<file path="src/rtl/sample_pair_writer.sv">
// Alternating even/odd FIFO writer for the FFT load path; kept samples are decimated by DECIM.
// Optional build macro DROP_COUNT_EN enables the saturating drop counter (tied to 0 otherwise).
module sample_pair_writer #(
  parameter int DATA_W  = 16,
  parameter int DECIM   = 4,
  parameter int DECIM_W = 3
) (
  input  logic              clk,
  input  logic              reset,
  input  logic [DATA_W-1:0] sample_in,
  input  logic              sample_valid,
  input  logic              write_even,
  input  logic              write_odd,
  input  logic              full_even,
  input  logic              full_odd,
  output logic              even_wr,
  output logic [DATA_W-1:0] even_data,
  output logic              odd_wr,
  output logic [DATA_W-1:0] odd_data,
  output logic              pair_done,
  output logic              misalign,
  output logic [15:0]       drop_count
);

  typedef enum logic [1:0] {IDLE, WAIT_EVEN, WAIT_ODD} state_t;

  state_t              state_q;
  logic [DECIM_W-1:0]  decim_q;
  logic [DECIM_W-1:0]  decim_d;
  logic                even_wr_q, odd_wr_q, pair_done_q, misalign_q;
  logic [DATA_W-1:0]   even_data_q, odd_data_q;
  logic                enable;
  logic                kept;

  assign enable  = write_even & write_odd;
  assign kept    = sample_valid & (decim_q == '0);
  assign decim_d = (decim_q == DECIM_W'(DECIM - 1)) ? '0 : decim_q + 1'b1;

  always_ff @(posedge clk) begin
    if (reset) begin
      state_q     <= IDLE;
      decim_q     <= '0;
      even_wr_q   <= 1'b0;
      odd_wr_q    <= 1'b0;
      even_data_q <= '0;
      odd_data_q  <= '0;
      pair_done_q <= 1'b0;
      misalign_q  <= 1'b0;
    end else begin
      even_wr_q   <= 1'b0;
      odd_wr_q    <= 1'b0;
      pair_done_q <= 1'b0;
      case (state_q)
        IDLE: begin
          // A strobe arriving with the enable edge is deliberately ignored.
          decim_q <= '0;
          if (enable) state_q <= WAIT_EVEN;
        end
        WAIT_EVEN: begin
          if (!enable) begin
            state_q <= IDLE;
            decim_q <= '0;
          end else begin
            if (sample_valid) decim_q <= decim_d;
            if (kept && !full_even) begin
              even_wr_q   <= 1'b1;
              even_data_q <= sample_in;
              state_q     <= WAIT_ODD;
            end
          end
        end
        WAIT_ODD: begin
          if (!enable) begin
            // The even half already sits in the FIFO without its partner.
            state_q    <= IDLE;
            decim_q    <= '0;
            misalign_q <= 1'b1;
          end else begin
            if (sample_valid) decim_q <= decim_d;
            if (kept && !full_odd) begin
              odd_wr_q    <= 1'b1;
              odd_data_q  <= sample_in;
              pair_done_q <= 1'b1;
              state_q     <= WAIT_EVEN;
            end
          end
        end
        default: begin
          state_q <= IDLE;
          decim_q <= '0;
        end
      endcase
    end
  end

`ifdef DROP_COUNT_EN
  logic        drop_hit;
  logic [15:0] drop_q;

  assign drop_hit = enable & kept &
                    (((state_q == WAIT_EVEN) & full_even) | ((state_q == WAIT_ODD) & full_odd));

  always_ff @(posedge clk) begin
    if (reset)                               drop_q <= '0;
    else if (drop_hit && drop_q != 16'hFFFF) drop_q <= drop_q + 16'd1;
  end

  assign drop_count = drop_q;
`else
  assign drop_count = '0;
`endif

  assign even_wr   = even_wr_q;
  assign even_data = even_data_q;
  assign odd_wr    = odd_wr_q;
  assign odd_data  = odd_data_q;
  assign pair_done = pair_done_q;
  assign misalign  = misalign_q;

endmodule

</file>
<file path="config.mk">
export PLATFORM = sky130hd
export DESIGN_NAME = sample_pair_writer
export DESIGN_NICKNAME = d
export VERILOG_FILES = /design/src/rtl/sample_pair_writer.sv
export SDC_FILE = /design/constraint.sdc
export NUM_CORES = 1
export LEC_CHECK = 0
export CAP_MARGIN = 20
export CORE_MARGIN = 1.5
export CORE_UTILIZATION = 39
export CTS_CLUSTER_DIAMETER = 120
export CTS_CLUSTER_SIZE = 24
export DETAILED_ROUTE_END_ITERATION = 16
export PLACE_DENSITY = 0.75
export SKIP_CTS_REPAIR_TIMING = 1
export SKIP_LAST_GASP = 1
export SLEW_MARGIN = 10
export SYNTH_ARGS = -nofsm -noshare
export SYNTH_HDL_FRONTEND = slang
export SYNTH_SLANG_ARGS = --single-unit
</file>
<file path="constraint.sdc">
create_clock -name clk -period 1.8 [get_ports clk]
set_clock_uncertainty 0.2 [all_clocks]
set_input_delay 0.45 -clock clk [delete_from_list [all_inputs] [get_ports clk]]
set_output_delay 0.45 -clock clk [all_outputs]
set_load 0.02 [all_outputs]
</file>
==> reports/qor.txt <==
Height of the die: 73.8 µm
Share of the synthesized area in the top cell type: 0.409
Worst skew pair latency: 0.30 ns
DP Worst Slack: -0.425 ns
Synth Area in Compound Gates: 0.230
Post-Syn Area: 0.00196 mm²
CP Class: reg2reg
Routed vias/inst: 5.62
Root Driver: clkbuf_8
Count of different cell masters after synthesis: 28
Gate Count Post-Synth: 220
Share of post-route cells with drive strength above 1: 0.177
Startpoint types: register
CTS tree: built
Worst-path cell chain: inv_1, ha_4, buf_4, nand4bb_4, a221oi_4, mux2_2
Top cell type by total area after synthesis: dfxtp_1
Cell Area, Placed: 0.00265 mm²
Number of diodes: 0
Sw Pwr: 537 µW
Sequential-to-total area share from yosys stat: 0.409
Initial core utilization: 0.409
Initial antenna violation count: 0
Post-synthesis simple-gate area fraction: 0.168
Critical path origin: decim_q[0]
Clock sinks: 40
VDD IR max: 0.472 mV
Final Net Count: 316
Max-cap violations: 0
Htree depth: 2
Fmax: 559 MHz
Crit-path max cell delay: 0.37 ns
PD cells: 617 mW/mm²
Post-synthesis area per instance: 8.89 µm²
Seq pwr share: 0.491
EDFF count, synth: 0
Post-Synth Adder-Cell Area: 0.0384
Crit path max-delay cell type: mux2_2
Count leader, synth: dfxtp_1
# IOs: 75
IO Port Bufs: 58
Maximum clock path buffer count: 2
Synth async-reset ratio: 0
Main combinational cell family by area after synthesis: compound AO/OA/AOI/OAI gates
Worst Hold Class: reg2reg
CP max FO: 4
Finished Cell Area: 0.00295 mm²
R2R Path Start: decim_q[0]
YS warnings: 0
Final Max Slew Viols: 0
RePlAce Congestion: 0.795
Status: finished, final reports clean
Std-Cell Rows: 25
Tot GR Track Use: 0.204
Fin Hold WS: 0.271 ns
Final WL: 6060 µm
Largest net degree at the start of global routing: 36
Ys flop type: dfxtp_1
Drt initial violations: 139
Multi-input gate area: 0.00103 mm²
Reg area: 802 µm²
Sw frac: 0.295
Unrepaired setup endpoints after global routing: yes
Cts bufs inserted: 5
Hold Startpoint: odd_data[13]
Post-synth top cells: dfxtp_1 (40), a21oi_1 (35), nand4_1 (32), o31ai_1 (32), buf_4 (21)
Full die area: 0.00545 mm²
Critical path required time: 1.80 ns
Die Width: 73.8 µm
Clock Pin Slew Worst Setup and Hold Paths: 0.09 ns
Mux contribution to synthesized area: 0.0166
Final non-filler cell total: 355
Int Pwr: 1290 µW
Comb power frac: 0.170
Drt first pass iters: 4
CP arrival: 1.79 ns
Final Setup Violations: 0
DR vias: 1996
Final worst setup slack: 0.00971 ns
Top Family by Delay on Critical Path: multiplexers
Power share of the clock group: 0.339
Hold Violations, Final: 0
DRC violations left: 0
Cell leakage power: 0.00168 µW
DP HPWL: 3870 µm
GRT Residual Overflow: 0
P&R area growth vs syn: 51.1%
Buf/Inv on CP: 2
Register bit total from synthesis: 40
Fill count: 401
Core ar.: 0.00479 mm²
Final period util: 0.995
Average wire per standard cell: 17.1 µm
First-pass GRT wire length: 8380 µm
Worst setup EP type: register
Number of global-route vias before repair: 1734
Post-DRT Antenna Nets: 0
XOR/XNOR Fraction of Synth Area: 0
Largest cells by area after synthesis: dfxtp_1 (41%), o31ai_1 (12%), nand4_1 (10%)
Clock period minus worst slack: 1.79 ns
Inst Count DP: 341
Final core utilization: 0.617
[through the flow]
| step | TNS (ns) | total power (µW) |
|---|---|---|
| floorplan | 0 | 1090 |
| global placement | -8.94 | 1190 |
| detailed placement | -10.62 | 1200 |
| CTS | -4.19 | 1790 |
| global route | -0.188 | 1880 |
| finish | 0 | 1820 |
[flip-flops by register name, summed over array words and instances (netlist names)]
signal and cells:
even_data 16, odd_data 16, decim_q 3, state_q 2, even_wr 1, misalign 1, pair_done 1
[layout make-up]
type | count | share of cell area
Sequential cell | 40 | 0.271
Multi-Input combinational cell | 146 | 0.348
Clock inverter | 3 | 0.00635
Inverter | 7 | 0.00889
Timing Repair Buffer | 87 | 0.314
Clock buffer | 5 | 0.0233
Tap cell | 67 | 0.0284
[worst paths after layout]
path	end	slack [ns]	depth (start not counted)
worst min-delay path	odd_data[13]	0.27	2
worst max-delay path	state_q[1]	0.01	6
worst max register to register	state_q[1]	0.01	6
worst min register to register	odd_data[13]	0.27	2
[placed cells by master, fill, tap and decap left out, types with 2 or more instances in the layout]
cell,instances
dfxtp_1,39
dlymetal6s2s_1,39
a21oi_1,33
nand4_1,32
o31ai_1,30
buf_4,22
clkdlybuf4s50_1,19
conb_1,16
clkbuf_8,5
inv_1,4
nor3_1,4
nor2_1,4
ha_1,4
buf_6,3
nor4bb_4,2
clkinv_1,2
nor4_1,2
o31ai_2,2
a21oi_2,2
clkinv_2,2
buf_2,2
buf_12,2
[power by group through the flow]
stage / combinational, µW / clock [µW] / sequential [µW]
floorplan: 174 / 0 / 919
global placement: 276 / 0 / 916
detailed placement: 281 / 0 / 916
CTS: 282 / 614 / 895
global route: 328 / 656 / 896
finish: 311 / 617 / 895
[cell families (layout without fill, tap and decap cells)]
group	count (synthesis)	count (layout)
compound gates	69	69
simple gates	52	52
buf+inv	49	102
flops	40	40
fa+ha+maj	6	6
mux	3	3
other cells	1	16
[tightest hold or removal path, cell delays in order, from the launching register on]
cell     delay, ns
dfxtp_1       0.32
o31ai_1       0.06
a21oi_1       0.06
[routing by layer]
layer | track usage | up-vias | wire [µm]
li1 | - | 927 | -
met1 | 0.256 | 949 | 2520
met2 | 0.335 | 106 | 2990
met3 | 0.0521 | 14 | 430
met4 | 0.0761 | 0 | 117
met5 | 0 | - | 0
(Power assumes the default switching activity.)
